File: src/rtl/demux_pkg.sv
// Shared definitions for the registered 1:N stream demultiplexer:
// default widths, routing-FSM states and a ceil-log2 helper.
package demux_pkg;

   localparam int unsigned DEF_N_CH   = 8;
   localparam int unsigned DEF_DATA_W = 1;
   localparam int unsigned DEF_SEL_W  = 3;

   typedef enum logic [1:0] {
      ST_IDLE   = 2'd0,
      ST_LOCKED = 2'd1,
      ST_DROP   = 2'd2
   } state_t;

   function automatic int unsigned clog2(input int unsigned value);
      int unsigned result;
      result = 0;
      while ((32'd1 << result) < value) result++;
      return result;
   endfunction

endpackage

File: src/rtl/stream_reg_slot.sv
// Single-entry valid/ready output register holding one beat (data + last).
// The entry can be refilled in the same cycle it drains.
module stream_reg_slot
   import demux_pkg::*;
#(
   parameter int unsigned DATA_W = DEF_DATA_W
) (
   input  logic              clk,
   input  logic              rst_n,
   input  logic              load,
   input  logic [DATA_W-1:0] in_data,
   input  logic              in_last,
   input  logic              out_ready,
   output logic              can_take,
   output logic              out_valid,
   output logic [DATA_W-1:0] out_data,
   output logic              out_last
);

   assign can_take = !out_valid || out_ready;

   always_ff @(posedge clk or negedge rst_n) begin
      if (!rst_n) begin
         out_valid <= 1'b0;
         out_data  <= '0;
         out_last  <= 1'b0;
      end else if (load) begin
         out_valid <= 1'b1;
         out_data  <= in_data;
         out_last  <= in_last;
      end else if (out_ready) begin
         out_valid <= 1'b0;
      end
   end

endmodule

File: src/rtl/stream_demux_1_n.sv
// Registered 1:N valid/ready demultiplexer with per-channel output slots,
// backpressure and an optional packet mode that locks the route per packet.
module stream_demux_1_n
   import demux_pkg::*;
#(
   parameter int unsigned N_CH     = DEF_N_CH,
   parameter int unsigned DATA_W   = DEF_DATA_W,
   parameter int unsigned SEL_W    = DEF_SEL_W,
   parameter int unsigned PKT_MODE = 1
) (
   input  logic                     clk,
   input  logic                     rst_n,
   input  logic                     s_valid,
   output logic                     s_ready,
   input  logic [DATA_W-1:0]        s_data,
   input  logic [SEL_W-1:0]         s_sel,
   input  logic                     s_last,
   output logic [N_CH-1:0]          m_valid,
   input  logic [N_CH-1:0]          m_ready,
   output logic [N_CH*DATA_W-1:0]   m_data,
   output logic [N_CH-1:0]          m_last,
   output logic                     err_sel
);

   if (N_CH < 2 || N_CH > 256) begin : g_bad_n_ch
      $error("stream_demux_1_n: N_CH must be within 2..256");
   end
   if (N_CH > (1 << SEL_W)) begin : g_bad_sel_w
      $error("stream_demux_1_n: N_CH exceeds 2**SEL_W");
   end

   localparam logic [SEL_W:0] N_CH_L = (SEL_W+1)'(N_CH);

   state_t            state;
   logic [SEL_W-1:0]  sel_q;
   logic [SEL_W-1:0]  eff_sel;
   logic              sel_ok;
   logic              dropping;
   logic              first_beat;
   logic              accept;
   logic [N_CH-1:0]   hit;
   logic [N_CH-1:0]   can_take;
   logic [N_CH-1:0]   load;

   always_comb begin
      eff_sel    = (PKT_MODE != 0 && state == ST_LOCKED) ? sel_q : s_sel;
      sel_ok     = {1'b0, eff_sel} < N_CH_L;
      // in DROP the live s_sel is irrelevant: the whole packet is discarded
      dropping   = !sel_ok || state == ST_DROP;
      first_beat = (PKT_MODE == 0) || state == ST_IDLE;
      hit        = '0;
      for (int unsigned k = 0; k < N_CH; k++) begin
         hit[k] = (eff_sel == SEL_W'(k));
      end
      s_ready = dropping ? 1'b1 : |(hit & can_take);
      accept  = s_valid && s_ready;
      load    = hit & {N_CH{accept && !dropping}};
   end

   always_ff @(posedge clk or negedge rst_n) begin
      if (!rst_n) begin
         state   <= ST_IDLE;
         sel_q   <= '0;
         err_sel <= 1'b0;
      end else begin
         err_sel <= accept && !sel_ok && first_beat;
         if (PKT_MODE != 0 && accept) begin
            case (state)
               ST_IDLE: begin
                  if (!s_last) begin
                     if (sel_ok) begin
                        state <= ST_LOCKED;
                        sel_q <= s_sel;
                     end else begin
                        state <= ST_DROP;
                     end
                  end
               end
               ST_LOCKED, ST_DROP: begin
                  if (s_last) state <= ST_IDLE;
               end
               default: state <= ST_IDLE;
            endcase
         end
      end
   end

   for (genvar k = 0; k < N_CH; k++) begin : g_ch
      stream_reg_slot #(
         .DATA_W(DATA_W)
      ) u_slot (
         .clk       (clk),
         .rst_n     (rst_n),
         .load      (load[k]),
         .in_data   (s_data),
         .in_last   (s_last),
         .out_ready (m_ready[k]),
         .can_take  (can_take[k]),
         .out_valid (m_valid[k]),
         .out_data  (m_data[k*DATA_W +: DATA_W]),
         .out_last  (m_last[k])
      );
   end

endmodule

File: config.mk
export PLATFORM = sky130hd
export DESIGN_NAME = stream_demux_1_n
export DESIGN_NICKNAME = d
export VERILOG_FILES = /design/src/rtl/demux_pkg.sv /design/src/rtl/stream_reg_slot.sv /design/src/rtl/stream_demux_1_n.sv
export SDC_FILE = /design/constraint.sdc
export NUM_CORES = 1
export LEC_CHECK = 0
export CAP_MARGIN = 0
export CORE_ASPECT_RATIO = 1.2
export CORE_MARGIN = 8
export CORE_UTILIZATION = 45
export DETAILED_ROUTE_END_ITERATION = 16
export PLACE_DENSITY = 0.9
export SETUP_SLACK_MARGIN = 0.3
export SYNTH_ARGS = -nofsm -noshare
export SYNTH_HDL_FRONTEND = slang
export SYNTH_HIERARCHICAL = 1
export SYNTH_SLANG_ARGS = --single-unit
File: constraint.sdc
create_clock -name clk -period 2.3 [get_ports clk]
set_clock_uncertainty 0.1 [all_clocks]
set_input_delay 0.46 -clock clk [delete_from_list [all_inputs] [get_ports clk]]
set_output_delay 0.46 -clock clk [all_outputs]
set_load 0.01 [all_outputs]
==> summary.txt <==
Setup path
  • Arrival time worst endpoint: 1.84 ns
  • Max stage delay on crit path: 0.45 ns
  • CP endpoint kind: output pin
  • Worst reg2reg setup slack: 0.12 ns
  • Terminus of the critical flop-to-flop path: sel_q[2]$_DFFE_PN0P_
  • Crit-path max FO: 6
  • Data required time of the critical path: about 1.7 ns
  • Critical Path End: s_ready
  • Crit path cell chain: mux2i_4 > mux2i_1 > a22oi_2 > and2_4 > buf_6
  • Critical setup path kind: reg -> out
  • R2R depth: 8
  • Crit-path slowest cell: dfrtp_1
  • Startpoint type of the worst setup path: flop
  • Worst Setup SP: state[0]$_DFFE_PN0P_
  • RR Startpoint: state[0]$_DFFE_PN0P_

Floorplan
  • Die area: 4930 sq um
  • Die height: 75.3 um
  • FP Rows: 21
  • Initial Utilization: 47.4%
  • Core ar.: 2790 sq um
  • IO Count: 42
  • Horiz. Die Dim: 65.4 um

Placement
  • Port-buffer cells: 40
  • Placed Instance Area: 1890 sq um
  • Dpl ws: -0.568 ns
  • Gp weighted congestion: between 0.8 and 0.9
  • Post-detail-place hpwl: ~2600 um
  • Inst Count DP: 188

Route
  • Vias: between 1,000 and 1,500
  • Residual DRC: 0
  • Drt pass-1 iters: 4
  • Avg WL per Cell: 19.2 um
  • ANT nets after route: 0
  • Drt total wl: around 3700 um
  • Starting DRT DRC Count: 35
  • Vias per cell: 5.31

Outcome
  • Outcome: finished with violations
  • Failing checks: negative setup slack

Logic synthesis
  • Area leader, netlist: dfrtp_1
  • Synth warn: 6
  • Synthesized area: roughly 1300 sq um
  • Yosys cell types: 21
  • Post-Syn Instances: 97
  • Main area contributors after synthesis: dfrtp_1 (53%), mux2_2 (14%), nand2b_2 (5.3%), and3_1 (3.8%), mux2i_1 (3.8%)
  • Syn avg cell area: 13.6 sq um
  • Yosys top cell area share: 53.1%
  • Seq/Total Area, Yosys: 53.1%
  • Net Count, Synth: about 110
  • FF+latch count, synth: 28

Clocking
  • CTS Hold Bufs: 0
  • Clock buffer depth: 2
  • Total CTS buffers: 3
  • Clock slew at reported path FFs: 0.14 ns
  • CTS tree: yes
  • Worst skew pair latency: about 0.34 ns
  • Clk sink count: 28
  • CTS H-tree depth: 1
  • Clock root buffer: clkbuf_4

Finish
  • Share of layout cells above drive strength 1: 42.9%
  • Commonest non-fill, non-tap cell in the layout: clkdlybuf4s50_1
  • Nets: roughly 180
  • Final instance count without filler cells: 195
  • # diodes: 0
  • Synth-to-layout area growth: 55.1%
  • Final Instance Area: a little over 2000 sq um
  • Fillers: between 150 and 200
  • Commonest non-fill, non-tap cells in the layout: clkdlybuf4s50_1 (38), dfrtp_1 (28), buf_4 (18)

Power
  • Pwr/cell area: 1080 nW/um^2
  • Leakage power: around 0.9 nW
  • VDD IR-drop max: 0.000780 V

Timing
  • Crit share post-route: 104%
  • Max Clock Freq: 417 MHz
  • Endpoints failing hold: 0
  • RSZ-0062 raised after global routing: true
  • Minimum clock period: between 2 and 2.5 ns
  • Setup Total Neg Slack: -0.0991 ns
  • Final setup vio count: 1
  • Final slew viol count: 0
  • Final worst slack: -0.0991 ns

Worst hold path
  • Worst hold path type: in -> async

Global routing
  • Initial antenna violation count: 0
  • Largest net degree at the start of global routing: 29
  • Total global routing overflow: 0
  • Number of global-route vias before repair: approximately 1,200
  • First-pass GRT wire length: 5580 um
  • Tot GR Track Use: 15.0%

Run
  • Total of max-cap violations: 0
how the worst min path moves through the flow:
stage,to,startpoint
after floorplan,g_ch[0].u_slot/out_data$_DFFE_PN0P_,rst_n
after global placement,g_ch[0].u_slot/out_data$_DFFE_PN0P_,g_ch[0].u_slot/out_data$_DFFE_PN0P_
after detailed placement,g_ch[1].u_slot/out_data$_DFFE_PN0P_,g_ch[1].u_slot/out_data$_DFFE_PN0P_
after CTS,g_ch[2].u_slot/out_data$_DFFE_PN0P_,rst_n
after global routing,g_ch[2].u_slot/out_data$_DFFE_PN0P_,rst_n
final,g_ch[3].u_slot/out_last$_DFFE_PN0P_,rst_n
cell families after synthesis:
family                 synth area share (%)
other                                 0.284
AOI/OAI and AO/OA                      5.50
muxes                                  21.4
and+or+nand+nor                        17.4
DFF                                    53.1
buffers and inverters                  2.27
per-layer routing:
layer | share of wire [%] | global-route usage, %
met1 | 37 | 14.8
met5 | 0 | 0
met3 | 3.4 | 2.35
met4 | 3.1 | 11.7
met2 | 56 | 27.6
metrics by stage:
stage | hold WS (ns) | power, mW | utilization (%)
floorplan | 0.0644 | 1.30 | -
global placement | 0.391 | 1.84 | 67.7
detailed placement | 0.394 | 1.89 | 67.7
CTS | 0.383 | 2.13 | 70.4
global route | 0.415 | 2.33 | 73.5
finish | 0.373 | 2.21 | 73.5
Yosys cell counts, drive strengths merged:
| library cell | instances |
|---|---|
| mux2 | 18 |
| buf | 2 |
| a31oi | 2 |
| and2b | 1 |
| conb | 1 |
| mux2i | 6 |
| or2b | 1 |
| nor2 | 1 |
| dfrtp | 28 |
| nand2 | 1 |
| nand2b | 16 |
| and2 | 2 |
| o32ai | 4 |
| nand4 | 1 |
| a22oi | 2 |
| inv | 3 |
| and3 | 8 |
area by class of cell:
cell class,instances,area [sq um],share of cell area [%]
Clock buffer,3,22.5,1.10
Multi-Input combinational cell,64,678,33.1
Inverter,3,11.3,0.550
Sequential cell,28,701,34.2
Tap cell,34,42.5,2.08
Timing Repair Buffer,63,592,28.9
registers in the layout (all words and copies together) (netlist names):
name                   count
g_ch.u_slot/out_data       8
sel_q                      3
g_ch.u_slot/out_last       8
g_ch.u_slot/out_valid      8
state                      1
repair_timing:
| item | in CTS | in global routing |
|---|---|---|
| resized for setup | 13 | 11 |
| endpoints found under the setup margin | 14 | 20 |
| buffers inserted | 2 | 2 |
| pin swaps | 4 | 2 |
power by group:
group	total (mW)	internal, mW	switching, mW
Sequential	0.834	0.699	0.135
Clock	0.205	0.0619	0.143
Combinational	1.18	0.721	0.454
Total	2.21	1.48	0.733
critical path: cells and delay by family, from the launching register on:
| kind | cells | cell delay, ns |
|---|---|---|
| AO/OA/AOI/OAI | 1 | 0.11 |
| buffers and inverters | 1 | 0.11 |
| AND/OR/NAND/NOR | 1 | 0.18 |
| flip-flops | 1 | 0.45 |
| multiplexers | 2 | 0.64 |
Note: power is estimated with default switching activity, not from simulation.
